**src/rtl/seq_divider.sv**
```systemverilog
// Restoring radix-2 sequential divider, one quotient bit per clock.
// SEQ_DIVIDER_FAST_SPECIAL_EN: divide-by-zero / signed overflow skip CALC.
module seq_divider #(
    parameter int WIDTH = 32
) (
    input  logic             i_clk,
    input  logic             i_rst_n,
    input  logic             i_start,
    input  logic             i_signed,
    input  logic [WIDTH-1:0] i_dividend,
    input  logic [WIDTH-1:0] i_divisor,
    output logic             o_ready,
    output logic             o_valid,
    output logic [WIDTH-1:0] o_quotient,
    output logic [WIDTH-1:0] o_remainder,
    output logic             o_div_zero
);

    localparam int CW = $clog2(WIDTH);

    typedef enum logic [1:0] {
        IDLE,
        CALC,
        FIXUP,
        DONE
    } state_t;

    state_t           state;
    logic [WIDTH-1:0] rem;
    logic [WIDTH-1:0] dvd;
    logic [WIDTH-1:0] dsr;
    logic [CW-1:0]    cnt;
    logic             q_neg;
    logic             r_neg;
    logic             dz;

    logic             a_neg;
    logic             b_neg;
    logic             b_zero;
    logic [WIDTH-1:0] abs_a;
    logic [WIDTH-1:0] abs_b;
    logic [WIDTH:0]   rem_sh;
    logic [WIDTH:0]   trial;

    assign a_neg  = i_signed & i_dividend[WIDTH-1];
    assign b_neg  = i_signed & i_divisor[WIDTH-1];
    assign b_zero = (i_divisor == '0);
    assign abs_a  = a_neg ? -i_dividend : i_dividend;
    assign abs_b  = b_neg ? -i_divisor : i_divisor;

    // Remainder stays below the divisor, so WIDTH bits hold it between steps
    assign rem_sh = {rem, dvd[WIDTH-1]};
    assign trial  = rem_sh - {1'b0, dsr};

`ifdef SEQ_DIVIDER_FAST_SPECIAL_EN
    logic ovf;
    assign ovf = i_signed
               & (i_dividend == {1'b1, {(WIDTH-1){1'b0}}})
               & (&i_divisor);
`endif

    always_ff @(posedge i_clk) begin
        if (!i_rst_n) begin
            state       <= IDLE;
            rem         <= '0;
            dvd         <= '0;
            dsr         <= '0;
            cnt         <= '0;
            q_neg       <= 1'b0;
            r_neg       <= 1'b0;
            dz          <= 1'b0;
            o_ready     <= 1'b1;
            o_valid     <= 1'b0;
            o_quotient  <= '0;
            o_remainder <= '0;
            o_div_zero  <= 1'b0;
        end else begin
            unique case (state)
                IDLE: begin
                    if (i_start) begin
                        dvd     <= abs_a;
                        dsr     <= abs_b;
                        rem     <= '0;
                        cnt     <= CW'(WIDTH-1);
                        q_neg   <= a_neg ^ b_neg;
                        r_neg   <= a_neg;
                        dz      <= b_zero;
                        o_ready <= 1'b0;
`ifdef SEQ_DIVIDER_FAST_SPECIAL_EN
                        if (b_zero | ovf) begin
                            o_quotient  <= b_zero ? '1 : i_dividend;
                            o_remainder <= b_zero ? i_dividend : '0;
                            o_div_zero  <= b_zero;
                            o_valid     <= 1'b1;
                            state       <= DONE;
                        end else begin
                            state <= CALC;
                        end
`else
                        state <= CALC;
`endif
                    end
                end
                CALC: begin
                    rem <= trial[WIDTH] ? rem_sh[WIDTH-1:0]
                                        : trial[WIDTH-1:0];
                    dvd <= {dvd[WIDTH-2:0], ~trial[WIDTH]};
                    cnt <= cnt - 1'b1;
                    if (cnt == '0) begin
                        state <= FIXUP;
                    end
                end
                FIXUP: begin
                    // Negating |rem| restores the original dividend when dz
                    o_quotient  <= dz ? '1 : (q_neg ? -dvd : dvd);
                    o_remainder <= r_neg ? -rem : rem;
                    o_div_zero  <= dz;
                    o_valid     <= 1'b1;
                    state       <= DONE;
                end
                DONE: begin
                    o_valid <= 1'b0;
                    o_ready <= 1'b1;
                    state   <= IDLE;
                end
                default: begin
                    state <= IDLE;
                end
            endcase
        end
    end

endmodule

```
**config.mk**
```make
export PLATFORM = sky130hd
export DESIGN_NAME = seq_divider
export DESIGN_NICKNAME = d
export VERILOG_FILES = /design/src/rtl/seq_divider.sv
export SDC_FILE = /design/constraint.sdc
export NUM_CORES = 1
export LEC_CHECK = 0
export ABC_CLOCK_PERIOD_IN_PS = 3700
export CELL_PAD_IN_SITES_DETAIL_PLACEMENT = 0
export CELL_PAD_IN_SITES_GLOBAL_PLACEMENT = 2
export CORE_MARGIN = 3
export CORE_UTILIZATION = 34
export DETAILED_ROUTE_END_ITERATION = 16
export GPL_TIMING_DRIVEN = 0
export PLACE_DENSITY = 0.94
export SKIP_CTS_REPAIR_TIMING = 1
export SLEW_MARGIN = 40
export SYNTH_ARGS = -nofsm -noshare
export SYNTH_HDL_FRONTEND = slang
export SYNTH_SLANG_ARGS = --single-unit
```
**constraint.sdc**
```tcl
create_clock -name i_clk -period 3.7 [get_ports i_clk]
set_input_delay 0.37 -clock i_clk [delete_from_list [all_inputs] [get_ports i_clk]]
set_output_delay 0.37 -clock i_clk [all_outputs]
set_load 0.1 [all_outputs]
```
==> results.cfg <==
[floorplan]
dieArea_mm2 = 0.03480
dieHeight_um = 186.6
core-area_mm2 = 0.03188
dieWidth_um = 186.6
start_util_pct = 34.77
ios = 135
rows = 65

[clocking]
clk_pin_slew_ns = 0.07
cts_made_buffers = 17
clk_path_buf_depth = 2
cts_root_buf = clkbuf_16
clk_latency_ns = 0.44
htreeDepth = 4
cts_sinks = 173
cts_tree = yes

[final_layout]
mostFrequentLayoutCell = nand2_1
mostFrequentLayoutCells = nand2_1 (198), dfxtp_1 (173), o21ai_0 (131)
area_delta_synth_final_pct = 19.70
nets = 1636
final_core_util_pct = 41.62
layout-drive-gt1-share_pct = 9.818
fin_cells = 1974
final_area_mm2 = 0.01327
n_fill_cell = 3338

[timing]
hold_ws_ns = 0.3991
drv_slew = 0
setup_viol = 0
rsz0062_at_grt = no
hold_viol = 0
fmax_mhz = 284.4
fin_skew_ns = 0.009558
tightest_slew_ns = 0.9672
min_period_over_period_pct = 95.04
finalCriticalPeriod_ns = 3.516
maxSlewHeadroom_pct = 34.93

[yosys]
synth_ff_type = dfxtp_1
netlist_area_mm2 = 0.01108
synth_cells = 1373
synth-seq-cells = 173
synth_edf_count = 0
synth_nets = 1484
avgSynthCellArea_um2 = 8.073
yosysSeqAreaShare_pct = 31.25
ys_types = 69
yosysWarnings = 0
synth_async_sr_flop_share_pct = 0

[worst_setup_path]
worst-path-stages = 13
reg2reg_to = rem[29]
crit_arrival_ns = 3.91
slowest_delay_ns = 0.44
crit_chain = inv_1 > ha_1 > fa_1 > nand2b_1 > a21oi_1 > o41ai_2 > a211oi_2 > o211ai_1 > nand4bb_1 > clkbuf_1 > buf_2 > a21boi_0 > a21o_1
critPathSlowestCell = dfxtp_1
reg2reg_from = dvd[31]
r2r_setup_slack_ns = 0.18
cp_top_family = compound AO/OA/AOI/OAI gates
start_kind = register
critPathKind = reg2reg
setup.worst_path.end_class = register
crit_fanout = 10
rr_worst_depth = 13
path_buf_inv = 3
worstPathRequired_ns = 4.09

[drt]
vias = 10370
postRouteAntennaNets = 0
drtIter0Drc = 785
routed_wl_um = 34160
drc = 0
wire_per_inst_um = 17.30
first_pass_iters = 5
avgViaCountPerCell = 5.255

[worst_hold_path]
holdPathEnd = dvd[30]
hp-start = i_rst_n
min_delay_path_depth = 3
hold_path.class = in2reg

[placement]
dpl.hpwl_um = 27050
placed_area_mm2 = 0.01263
dp_cells = 1941
globalplace.congestion = 0.8760
port-buffer-count = 133

[grt]
grt_max_degree = 17
grt_pass1_vias = 9816
use_met3_pct = 3.156
grt_antenna_before_repair = 1
gr-total-overflow = 0
use_met2_pct = 28.99
grt_busiest_layer = met2
grtUsageTotal_pct = 19.22
gr-usage-met1_pct = 28.55
grt_pass1_wl_um = 54380

[outcome]
outcome = finished clean

[power_and_ir_drop]
combPwrFrac_pct = 52.9
finalPower_mw = 10.28
p_sw_share_pct = 51.73
p_leak_nw = 5.570
clkPwrFrac_pct = 18.6
switching_power_mw = 5.316
power.density_mw_per_mm2 = 774.6
seq_power_share_pct = 28.5
peakVddDrop_mv = 0.5062
internal_power_mw = 4.961

[job]
max_cap_viol_count = 0
## cells in the mapped netlist, drive strengths merged (29+ instances only)
library cell / count / area share [%]
a21oi: 71 / 3.2
clkbuf: 76 / 2.8
dfxtp: 173 / 31
ha: 42 / 4.7
inv: 57 / 1.9
mux2i: 33 / 3.0
nand2: 198 / 6.7
nand3: 33 / 1.5
nor2: 59 / 2.0
o211a: 59 / 5.3
o21ai: 131 / 5.9
o31ai: 29 / 2.0
xnor2: 73 / 5.8
xor2: 66 / 5.2
## layer usage
layer | vias up | wire length (µm)
met3 | 32 | 1912
met1 | 4859 | 17380
li1 | 5226 | -
met5 | - | 0
met4 | 0 | 402
met2 | 256 | 14470
## worst min-delay path, delay by kind of cell
family,cells,cell delay (ns)
AO/OA/AOI/OAI,1,0.05
buffers and inverters,2,0.36
## power by group through the flow
stage	sequential (mW)	combinational, mW	clock, mW
floorplan	4.59	2.47	0
finish	2.93	5.44	1.91
detailed placement	2.95	5.40	0
CTS	2.91	5.42	1.95
global placement	2.94	5.59	0
global route	3.00	5.86	2.01
## metrics by stage
stage	setup WS [ns]	TNS, ns
finish	0.1836	0
global placement	-0.03210	-0.2406
CTS	-0.1029	-0.5889
detailed placement	-0.08392	-0.3435
floorplan	0.7399	0
global route	0.02280	0
## worst max path at each step
stage | start | endpoint | slack [ns]
floorplan | rem[14] | o_remainder[29] | 0.74
global placement | dvd[31] | rem[27] | -0.03
detailed placement | dvd[31] | rem[30] | -0.08
CTS | dvd[31] | rem[30] | -0.10
global route | rem[0] | rem[29] | 0.02
finish | dvd[31] | rem[29] | 0.18
## state kept, by name, indices dropped and copies added (netlist names), 2 cells and up
register	count
state	2
cnt	5
o_quotient	32
dsr	32
rem	32
o_remainder	32
dvd	32
## area by class of cell
cell class	count	area, µm²	share of cell area, %
Inverter	57	214.0	1.613
Antenna cell	1	2.502	0.01886
Multi-Input combinational cell	1057	7071	53.29
Sequential cell	173	3463	26.10
Timing Repair Buffer	133	996.0	7.507
Buffer	86	364.1	2.744
Clock buffer	18	429.2	3.235
Clock inverter	14	183.9	1.386
Tap cell	435	544.3	4.102
## cell families (layout without fill, tap and decap cells)
kind of cell | count (synthesis) | count (layout) | synth area share (%)
simple gates | 424 | 424 | 18.21
compound gates | 418 | 418 | 26.48
flops | 173 | 173 | 31.25
buf+inv | 143 | 308 | 5.181
xor+xnor | 139 | 139 | 10.98
fa+ha+maj | 43 | 43 | 4.922
mux | 33 | 33 | 2.980
other cells | 0 | 1 | 0
(Power assumes the default switching activity.)
